$ cat src/rtl/nsum_req_dispatcher.sv
// Circular FIFO with registered occupancy count; push and pop may coincide on the same edge.
// Latency: a pushed entry is visible at the head in the cycle after the push edge.
// Backpressure: the parent gates push with count<DEPTH; pop is only asserted when count!=0.
module nsum_req_fifo #(
    parameter int W     = 3,
    parameter int DEPTH = 4
) (
    input  logic                     clk,
    input  logic                     reset,
    input  logic                     push,
    input  logic [W-1:0]             push_dat,
    input  logic                     pop,
    output logic [W-1:0]             pop_dat,
    output logic [$clog2(DEPTH):0]   count
);
    localparam int AW = $clog2(DEPTH);

    logic [W-1:0]  mem [DEPTH];
    logic [AW-1:0] wr_ptr;
    logic [AW-1:0] rd_ptr;

    assign pop_dat = mem[rd_ptr];

    always_ff @(posedge clk) begin
        if (reset) begin
            wr_ptr <= '0;
            rd_ptr <= '0;
            count  <= '0;
        end else begin
            if (push) wr_ptr <= wr_ptr + 1'b1;
            if (pop)  rd_ptr <= rd_ptr + 1'b1;
            case ({push, pop})
                2'b10:   count <= count + 1'b1;
                2'b01:   count <= count - 1'b1;
                default: count <= count;
            endcase
        end
    end

    always_ff @(posedge clk) begin
        if (push) mem[wr_ptr] <= push_dat;
    end
endmodule

// Queues N requests and issues them one at a time to NSUM, waiting for each result or a watchdog timeout.
// Latency: a request accepted into an empty, idle dispatcher is driven on N/N_valid in the cycle after the following edge.
// Backpressure: req_ready drops while the FIFO holds DEPTH entries; issue spacing is at least 3 cycles.
module nsum_req_dispatcher #(
    parameter int N_W     = 3,
    parameter int DEPTH   = 4,
    parameter int TIMEOUT = 32
) (
    input  logic                     clk,
    input  logic                     reset,
    input  logic                     req_valid,
    input  logic [N_W-1:0]           req_n,
    output logic                     req_ready,
    output logic [N_W-1:0]           N,
    output logic                     N_valid,
    input  logic                     sum_valid,
    output logic                     busy,
    output logic                     timeout_err,
    output logic [$clog2(DEPTH):0]   fifo_count,
    output logic [7:0]               done_cnt
);
    localparam int CW = $clog2(DEPTH) + 1;
    localparam int TW = $clog2(TIMEOUT);
    localparam logic [TW-1:0] TMAX = TW'(TIMEOUT - 1);

    typedef enum logic [1:0] {S_IDLE, S_ISSUE, S_WAIT} state_t;

    state_t         state, state_nxt;
    logic [TW-1:0]  timer;
    logic           sv_q;
    logic           sv_edge;
    logic           push, pop;
    logic [N_W-1:0] head_dat;

    // Ready comes from the registered count, so a same-edge pop never frees a slot early.
    assign req_ready = (fifo_count < CW'(DEPTH));
    assign push      = req_valid && req_ready;
    assign sv_edge   = sum_valid && !sv_q;
    assign busy      = (state != S_IDLE) || (fifo_count != '0);

    nsum_req_fifo #(.W(N_W), .DEPTH(DEPTH)) u_fifo (
        .clk      (clk),
        .reset    (reset),
        .push     (push),
        .push_dat (req_n),
        .pop      (pop),
        .pop_dat  (head_dat),
        .count    (fifo_count)
    );

    always_ff @(posedge clk) begin
        if (reset) state <= S_IDLE;
        else       state <= state_nxt;
    end

    always_comb begin
        state_nxt = state;
        pop       = 1'b0;
        case (state)
            S_IDLE: begin
                if (fifo_count != '0) begin
                    pop       = 1'b1;
                    state_nxt = S_ISSUE;
                end
            end
            S_ISSUE: state_nxt = S_WAIT;
            S_WAIT: begin
                if (sv_edge || (timer == TMAX)) state_nxt = S_IDLE;
            end
            default: state_nxt = S_IDLE;
        endcase
    end

    always_ff @(posedge clk) begin
        if (reset) begin
            N           <= '0;
            N_valid     <= 1'b0;
            timer       <= '0;
            sv_q        <= 1'b0;
            timeout_err <= 1'b0;
            done_cnt    <= '0;
        end else begin
            sv_q    <= sum_valid;
            N_valid <= pop;
            // N is held after completion or timeout because NSUM may sample it late.
            if (pop) N <= head_dat;
            case (state)
                S_ISSUE: timer <= '0;
                S_WAIT: begin
                    timer <= timer + 1'b1;
                    if (sv_edge)            done_cnt    <= done_cnt + 8'd1;
                    else if (timer == TMAX) timeout_err <= 1'b1;
                end
                default: timer <= timer;
            endcase
        end
    end
endmodule

$ cat config.mk
export PLATFORM = sky130hd
export DESIGN_NAME = nsum_req_dispatcher
export DESIGN_NICKNAME = d
export VERILOG_FILES = /design/src/rtl/nsum_req_dispatcher.sv
export SDC_FILE = /design/constraint.sdc
export NUM_CORES = 1
export LEC_CHECK = 0
export ABC_CLOCK_PERIOD_IN_PS = 2400
export CAP_MARGIN = 20
export CORE_MARGIN = 5
export CORE_UTILIZATION = 53
export DETAILED_ROUTE_END_ITERATION = 10
export PLACE_DENSITY_LB_ADDON = 0.08
export SLEW_MARGIN = 20
export SYNTH_ARGS = -nofsm -noshare
export SYNTH_HDL_FRONTEND = slang
export SYNTH_SLANG_ARGS = --single-unit
$ cat constraint.sdc
create_clock -name clk -period 2.4 [get_ports clk]
set_input_delay 0.48 -clock clk [delete_from_list [all_inputs] [get_ports clk]]
set_output_delay 0.48 -clock clk [all_outputs]
set_load 0.05 [all_outputs]
== Yosys cells after proc, flatten, opt, wreduce, memory -nomap -nowiden ==
Memories as Yosys holds them, arrays and structs flattened. A register that Yosys moved wholly into a read port is not among the register bits.
Index checks and enable logic that the tools add are counted.
W data, S select, Z words.
Word-level totals
  bits in registers: 25
  bits in latches: 0
  memory bits (writable): 12
  bits in read-only memories: 0
  output and inout port bits: 18
  logic and storage cells: 47
  memories kept: 1
Memory list
  u_fifo.mem: depth 4, bits a word 3, rd ports 1, clocked after memory_dff 1, wr ports 1, line 18  | logic [W-1:0] mem [DEPTH];
Cells by class
  add/subtract/negate cells: 6
  $mul: 0
  divide/modulo/power cells: 0
  $lt $le $gt $ge: 1
  equal/unequal tests: 7
  shift-type cells: 0
  mux-type cells: 9
  bitwise gates (word level): 1
  reductions and logical operators: 13
Operators with widths (count)
  $pmux W5 S2: 1
  $add A8 B1 Y8 const B: 1
  $pmux W2 S3: 1
  $pmux W3 S2: 1
  $reduce_bool A2 Y1: 3
  $add A5 B1 Y5 const B: 1
  $eq A5 B5 Y1 const B: 1
  $add A2 B1 Y2 const B: 2
  $eq A2 B1 Y1 const B: 2
  $eq A2 B2 Y1 const B: 2
  $mux W1: 4
  $mux W2: 2
  $ne A2 B2 Y1 const B: 2
  $reduce_and A2 Y1: 2
  $add A3 B1 Y3 const B: 1
  $lt A3 B3 Y1 const B: 1
  $reduce_and A3 Y1: 1
  $reduce_bool A3 Y1: 1
  $sub A3 B1 Y3 const B: 1
  $logic_and A1 B1 Y1: 2
  $logic_not A2 Y1: 1
  $logic_or A1 B1 Y1: 2
  $logic_not A1 Y1: 1
  $not A1 Y1: 1

== Depth between registers and ports, before layout ==
  depth in word-level cells: 5
  depth in mapped cells: 10

== By module ==
From an unflattened synthesis, not the netlist that was laid out.
Unflattened totals
  cell total of the unflattened synthesis: 167
  area total of the unflattened synthesis: 1823.0 um^2
By module, submodules not included
  nsum_req_dispatcher: instances 1, cells each 107, area an instance 972.2 um^2, seq. area each 420.4 um^2
  nsum_req_fifo: instances 1, cells each 60, area an instance 850.8 um^2, seq. area each 540.5 um^2

== Worst setup path before layout ==
Ideal clock, no wire load.
  path type: register to register
  start: register u_fifo.count[2]
  end: register u_fifo.count[2]
  library setup time: 71 ps
  data arrival time: 2194 ps
  required time: 2329 ps
  setup slack: 136 ps
  cell stages (with the launch flop): 9
  path buffers: 0
  period minus slack after synthesis: 2264 ps
  cells stage by stage: dfxtp_1 > o31ai_2 > inv_1 > ha_1 > inv_1 > fa_1 > xor2_1 > or3_1 > a21oi_1
Between the ends
  cells in the longest elaborated chain, start to end: 5
  elaborated cells on any way between the ends: 11
  those cells by class: add/sub: 2; order compare: 1; eq/ne: 2; mux: 3; reduce/logical: 3
RTL lines
  start, declared: line 14  | output logic [$clog2(DEPTH):0] count
  start signal, assigned: line 33  | 2'b10: count <= count + 1'b1;
  start signal, assigned: line 34  | 2'b01: count <= count - 1'b1;
  start signal, assigned: line 35  | default: count <= count;
  $reduce_bool A3 Y1 (*): line 105  | if (fifo_count != '0) begin
  $mux W1 (*): line 105
  $mux W1 (*): line 103  | case (state)
  net pop: line 76  | logic push, pop;
  $eq A2 B1 Y1 / $eq A2 B2 Y1 (equally long branches): line 32  | case ({push, pop})
  $pmux W3 S2 / $reduce_bool A2 Y1 (equally long branches)
The timed path passes the listed nets; every way through them passes the cells marked *.
A chain may end at the register's enable or synchronous reset.

== Worst setup path in the final report ==
  start: register state[1]
  end: register u_fifo.count[2]
Between the ends
  cells in the longest elaborated chain, start to end: 4
  elaborated cells on any way between the ends: 6
  those cells by class: eq/ne: 2; mux: 2; reduce/logical: 2
RTL lines
  start, declared: line 72  | state_t state, state_nxt;
  start signal, assigned: line 97  | else state <= state_nxt;
  $logic_not A2 Y1 (*): line 103
  $mux W1 (*): line 103
  net pop: line 76
  $eq A2 B1 Y1 / $eq A2 B2 Y1 (equally long branches): line 32
  $pmux W3 S2 / $reduce_bool A2 Y1 (equally long branches)
Marks and branches as above.

==> flow_results.xml <==
<?xml version="1.0" encoding="UTF-8"?>
<metrics>
  <group name="outcome">
    <metric name="run_status" unit="">complete, no violations</metric>
  </group>
  <group name="pwr">
    <metric name="pnr_total_power" unit="mW">2.34</metric>
    <metric name="p_switching" unit="uW">923</metric>
    <metric name="proportion_of_power_drawn_by_combinational_gates" unit="">0.427</metric>
    <metric name="p_clk_frac" unit="">0.191</metric>
    <metric name="netSwitchingFraction" unit="">0.395</metric>
    <metric name="power.density_cell_area" unit="mW/mm^2">1060</metric>
    <metric name="internal_power" unit="mW">1.41</metric>
    <metric name="peak_ir_drop_on_the_vdd_network" unit="mV">0.857</metric>
    <metric name="sequential_power_share" unit="">0.381</metric>
    <metric name="power.static_leakage" unit="nW">0.864</metric>
  </group>
  <group name="logic_synthesis">
    <metric name="ys_dominant_reg_cell" unit="">dfxtp_1</metric>
    <metric name="yosys.cell_types.count" unit="">34</metric>
    <metric name="synth.yosys.seq_area_share" unit="">0.508</metric>
    <metric name="postSynthAreaPerCell" unit="um^2">10.9</metric>
    <metric name="synth_top_cell_area_share" unit="">0.309</metric>
    <metric name="yosys.cell_count.top_type" unit="">dfxtp_1</metric>
    <metric name="ys_warn_count" unit="">0</metric>
    <metric name="synth_top_cells_by_area" unit="">dfxtp_1 31%, edfxtp_1 20%, ha_1 8.3%, mux2i_1 3.9%, mux4_2 3.7%</metric>
    <metric name="synth.net_count" unit="">186</metric>
    <metric name="async_reset_ff_frac" unit="">0</metric>
    <metric name="synthTopCellsByCount" unit="">28 x dfxtp_1, 16 x nor2_1, 12 x edfxtp_1, 12 x ha_1, 12 x inv_1</metric>
    <metric name="synth_top_area_cell" unit="">dfxtp_1</metric>
    <metric name="syn_area" unit="mm^2">0.00181</metric>
    <metric name="synth_edf_count" unit="">12</metric>
    <metric name="yosys_register_bits" unit="">40</metric>
    <metric name="syn_inst" unit="">166</metric>
  </group>
  <group name="clocking">
    <metric name="clk_buf_depth" unit="">2</metric>
    <metric name="worstSkewPairLatency" unit="ns">0.35</metric>
    <metric name="htree_levels" unit="">2</metric>
    <metric name="clock_transition_time_at_the_flip_flop_clock_pins_of_the_worst_setup_and_hold_paths" unit="ns">0.12</metric>
    <metric name="tritoncts_clock_tree" unit="">done</metric>
    <metric name="clock_sink_count" unit="">40</metric>
    <metric name="clk_root_buffer_cell" unit="">clkbuf_4</metric>
    <metric name="cts_buffers" unit="">5</metric>
    <metric name="cts_hold_repair.buffers" unit="">0</metric>
  </group>
  <group name="die">
    <metric name="die_width" unit="um">68.5</metric>
    <metric name="core_area" unit="mm^2">0.00331</metric>
    <metric name="io_pins" unit="">25</metric>
    <metric name="dieHeight" unit="um">68.5</metric>
    <metric name="initial_core_utilization" unit="">0.547</metric>
    <metric name="die_area" unit="mm^2">0.00469</metric>
    <metric name="num_rows" unit="">21</metric>
  </group>
  <group name="placement">
    <metric name="port_buffers" unit="">24</metric>
    <metric name="place_area" unit="mm^2">0.00211</metric>
    <metric name="place.detailed.hpwl" unit="um">2500</metric>
    <metric name="place_ws" unit="ns">0.0295</metric>
    <metric name="place.gp.congestion" unit="">0.786</metric>
  </group>
  <group name="drt">
    <metric name="detail-route-antenna-nets" unit="">0</metric>
    <metric name="drc_errors" unit="">0</metric>
    <metric name="detailedRoute.firstIterationViolations" unit="">66</metric>
    <metric name="routed_wl" unit="um">3300</metric>
    <metric name="drt-pass1-iter-count" unit="">4</metric>
    <metric name="detail_route.wl_per_cell" unit="um">13.7</metric>
    <metric name="dr_total_vias" unit="">1266</metric>
    <metric name="avgViaCountPerCell" unit="">5.25</metric>
  </group>
  <group name="sta">
    <metric name="post-route-min-period" unit="ns">2.19</metric>
    <metric name="worst_slew_slack_as_a_fraction_of_its_limit" unit="">0.665</metric>
    <metric name="finalSetupViolations" unit="">0</metric>
    <metric name="post-route-period-util" unit="">0.914</metric>
    <metric name="grt_setup_unrepaired" unit="">false</metric>
    <metric name="transition_time_of_the_tightest_slew_check_pin" unit="ns">0.502</metric>
    <metric name="postLayoutSetupSlackWorst" unit="ns">0.207</metric>
    <metric name="tns" unit="ns">0</metric>
    <metric name="timing.clock.skew" unit="ns">0.00429</metric>
    <metric name="finalHoldViolCount" unit="">0</metric>
    <metric name="fmaxAchievable" unit="MHz">456</metric>
    <metric name="finalMaxSlewViolations" unit="">0</metric>
  </group>
  <group name="worst_setup_path">
    <metric name="cp_max_fo" unit="">6</metric>
    <metric name="worst_setup_path_start_kind" unit="">register</metric>
    <metric name="crit_required" unit="ns">2.68</metric>
    <metric name="cp.arrival" unit="ns">2.47</metric>
    <metric name="worst_setup_path_end_kind" unit="">register</metric>
    <metric name="criticalPathCategory" unit="">register to register</metric>
  </group>
  <group name="layout">
    <metric name="fraction_of_final_layout_cells_sized_beyond_drive_strength_1" unit="">0.0974</metric>
    <metric name="fin_area" unit="mm^2">0.00220</metric>
    <metric name="design.final.nets" unit="">214</metric>
    <metric name="areaGrowthSynthToFinish" unit="%">21.3</metric>
    <metric name="num_antenna_cells" unit="">0</metric>
  </group>
  <group name="min_path">
    <metric name="min_path_type" unit="">register to register</metric>
  </group>
  <group name="global_route">
    <metric name="global_route_wire_length_before_repair" unit="um">5790</metric>
    <metric name="grt_start_max_net_pins" unit="">31</metric>
    <metric name="grt_use_met2" unit="">0.306</metric>
    <metric name="gr-total-overflow" unit="">0</metric>
    <metric name="globalRouteMet1Util" unit="">0.178</metric>
    <metric name="global_route.usage.total" unit="">0.168</metric>
    <metric name="first_global_vias" unit="">1315</metric>
    <metric name="gr-max-usage-layer" unit="">met2</metric>
    <metric name="antenna_found_initial" unit="">0</metric>
    <metric name="global_routing_met3_resource_utilization" unit="">0.0460</metric>
  </group>
  <group name="flow_run">
    <metric name="cap_viol_max_count" unit="">0</metric>
  </group>
</metrics>
[cells in the final DEF (no fill, tap or decap), types with 2 or more instances in the layout]
cell	count
a21oi_1	11
and2_1	4
buf_4	4
clkbuf_4	5
clkdlybuf4s50_1	23
dfxtp_1	28
edfxtp_1	12
ha_1	11
inv_1	12
mux2i_1	7
mux4_2	3
nand2_1	8
nand2b_1	5
nand3_1	3
nand4b_1	2
nor2_1	16
nor2b_1	3
o21ai_0	5
o31ai_1	3
or3_1	3
or4_1	4
xor2_1	6
[final timing paths]
kind	start	to	slack, ns	depth (start not counted)
worst max-delay path	state[1]	u_fifo.count[2]	0.21	10
worst max register to register	state[1]	u_fifo.count[2]	0.21	10
worst min register to register	timer[4]	timer[4]	0.48	2
worst min-delay path	timer[4]	timer[4]	0.48	2
[power groups by stage]
stage | combinational, mW | sequential, mW | clock [mW]
finish | 0.998 | 0.891 | 0.447
global route | 1.10 | 0.910 | 0.477
CTS | 0.990 | 0.888 | 0.453
detailed placement | 0.984 | 0.904 | 0
global placement | 0.949 | 0.894 | 0
floorplan | 0.560 | 1.05 | 0
[layout make-up]
class / count / area [um^2]
sequential: 40 / 921
timing repair buffer: 27 / 260
tap: 46 / 57.6
inverter: 12 / 45.0
fill: 283 / 1110
clock buffer: 5 / 37.5
clock inverter: 3 / 42.5
multi-input combinational: 108 / 833
[state kept, by name (all words and copies together) (netlist names), 2 cells and up]
| name | flops |
|---|---|
| state | 2 |
| u_fifo.count | 3 |
| u_fifo.rd_ptr | 2 |
| timer | 5 |
| N | 3 |
| u_fifo.mem | 12 |
| done_cnt | 8 |
| u_fifo.wr_ptr | 2 |
[routing by layer]
metal  share of wire  routed length (um)  vias up
met5               0                   0        -
met4           0.021                  70        0
met3           0.060                 198       10
met2            0.52                1710       37
met1            0.40                1320      585
li1                -                   -      634
[cells by family (layout without fill, tap and decap cells)]
| group | count (synthesis) | count (layout) | synth area share |
|---|---|---|---|
| AO/OA/AOI/OAI | 23 | 23 | 0.0767 |
| adder cells (fa/ha/maj) | 13 | 13 | 0.0939 |
| buffers and inverters | 18 | 47 | 0.0380 |
| multiplexers | 11 | 11 | 0.0822 |
| AND/OR/NAND/NOR | 54 | 54 | 0.167 |
| XOR/XNOR | 7 | 7 | 0.0338 |
| flip-flops | 40 | 40 | 0.508 |
[critical path, cell delays in order (launching register included)]
cell and delay, ns:
dfxtp_1 0.35, inv_1 0.10, ha_2 0.24, o31ai_4 0.14, inv_1 0.08, ha_1 0.17, inv_1 0.06, fa_1 0.37
xor2_1 0.15, or3_1 0.31, a21oi_1 0.16
[per-stage QoR]
stage	std cells	util	hold slack, ns
global route	241	0.664	0.511
global placement	233	0.636	0.456
floorplan	166	-	0.444
CTS	241	0.660	0.484
detailed placement	233	0.636	0.468
finish	241	0.664	0.479
[repair_timing]
item | in CTS | in global routing
hold endpoints to repair | 0 | 0
setup buffers | 0 | 0
endpoints found under the setup margin | 0 | 1
gates resized for setup | 0 | 2
Power figures use the tool's default switching activity.
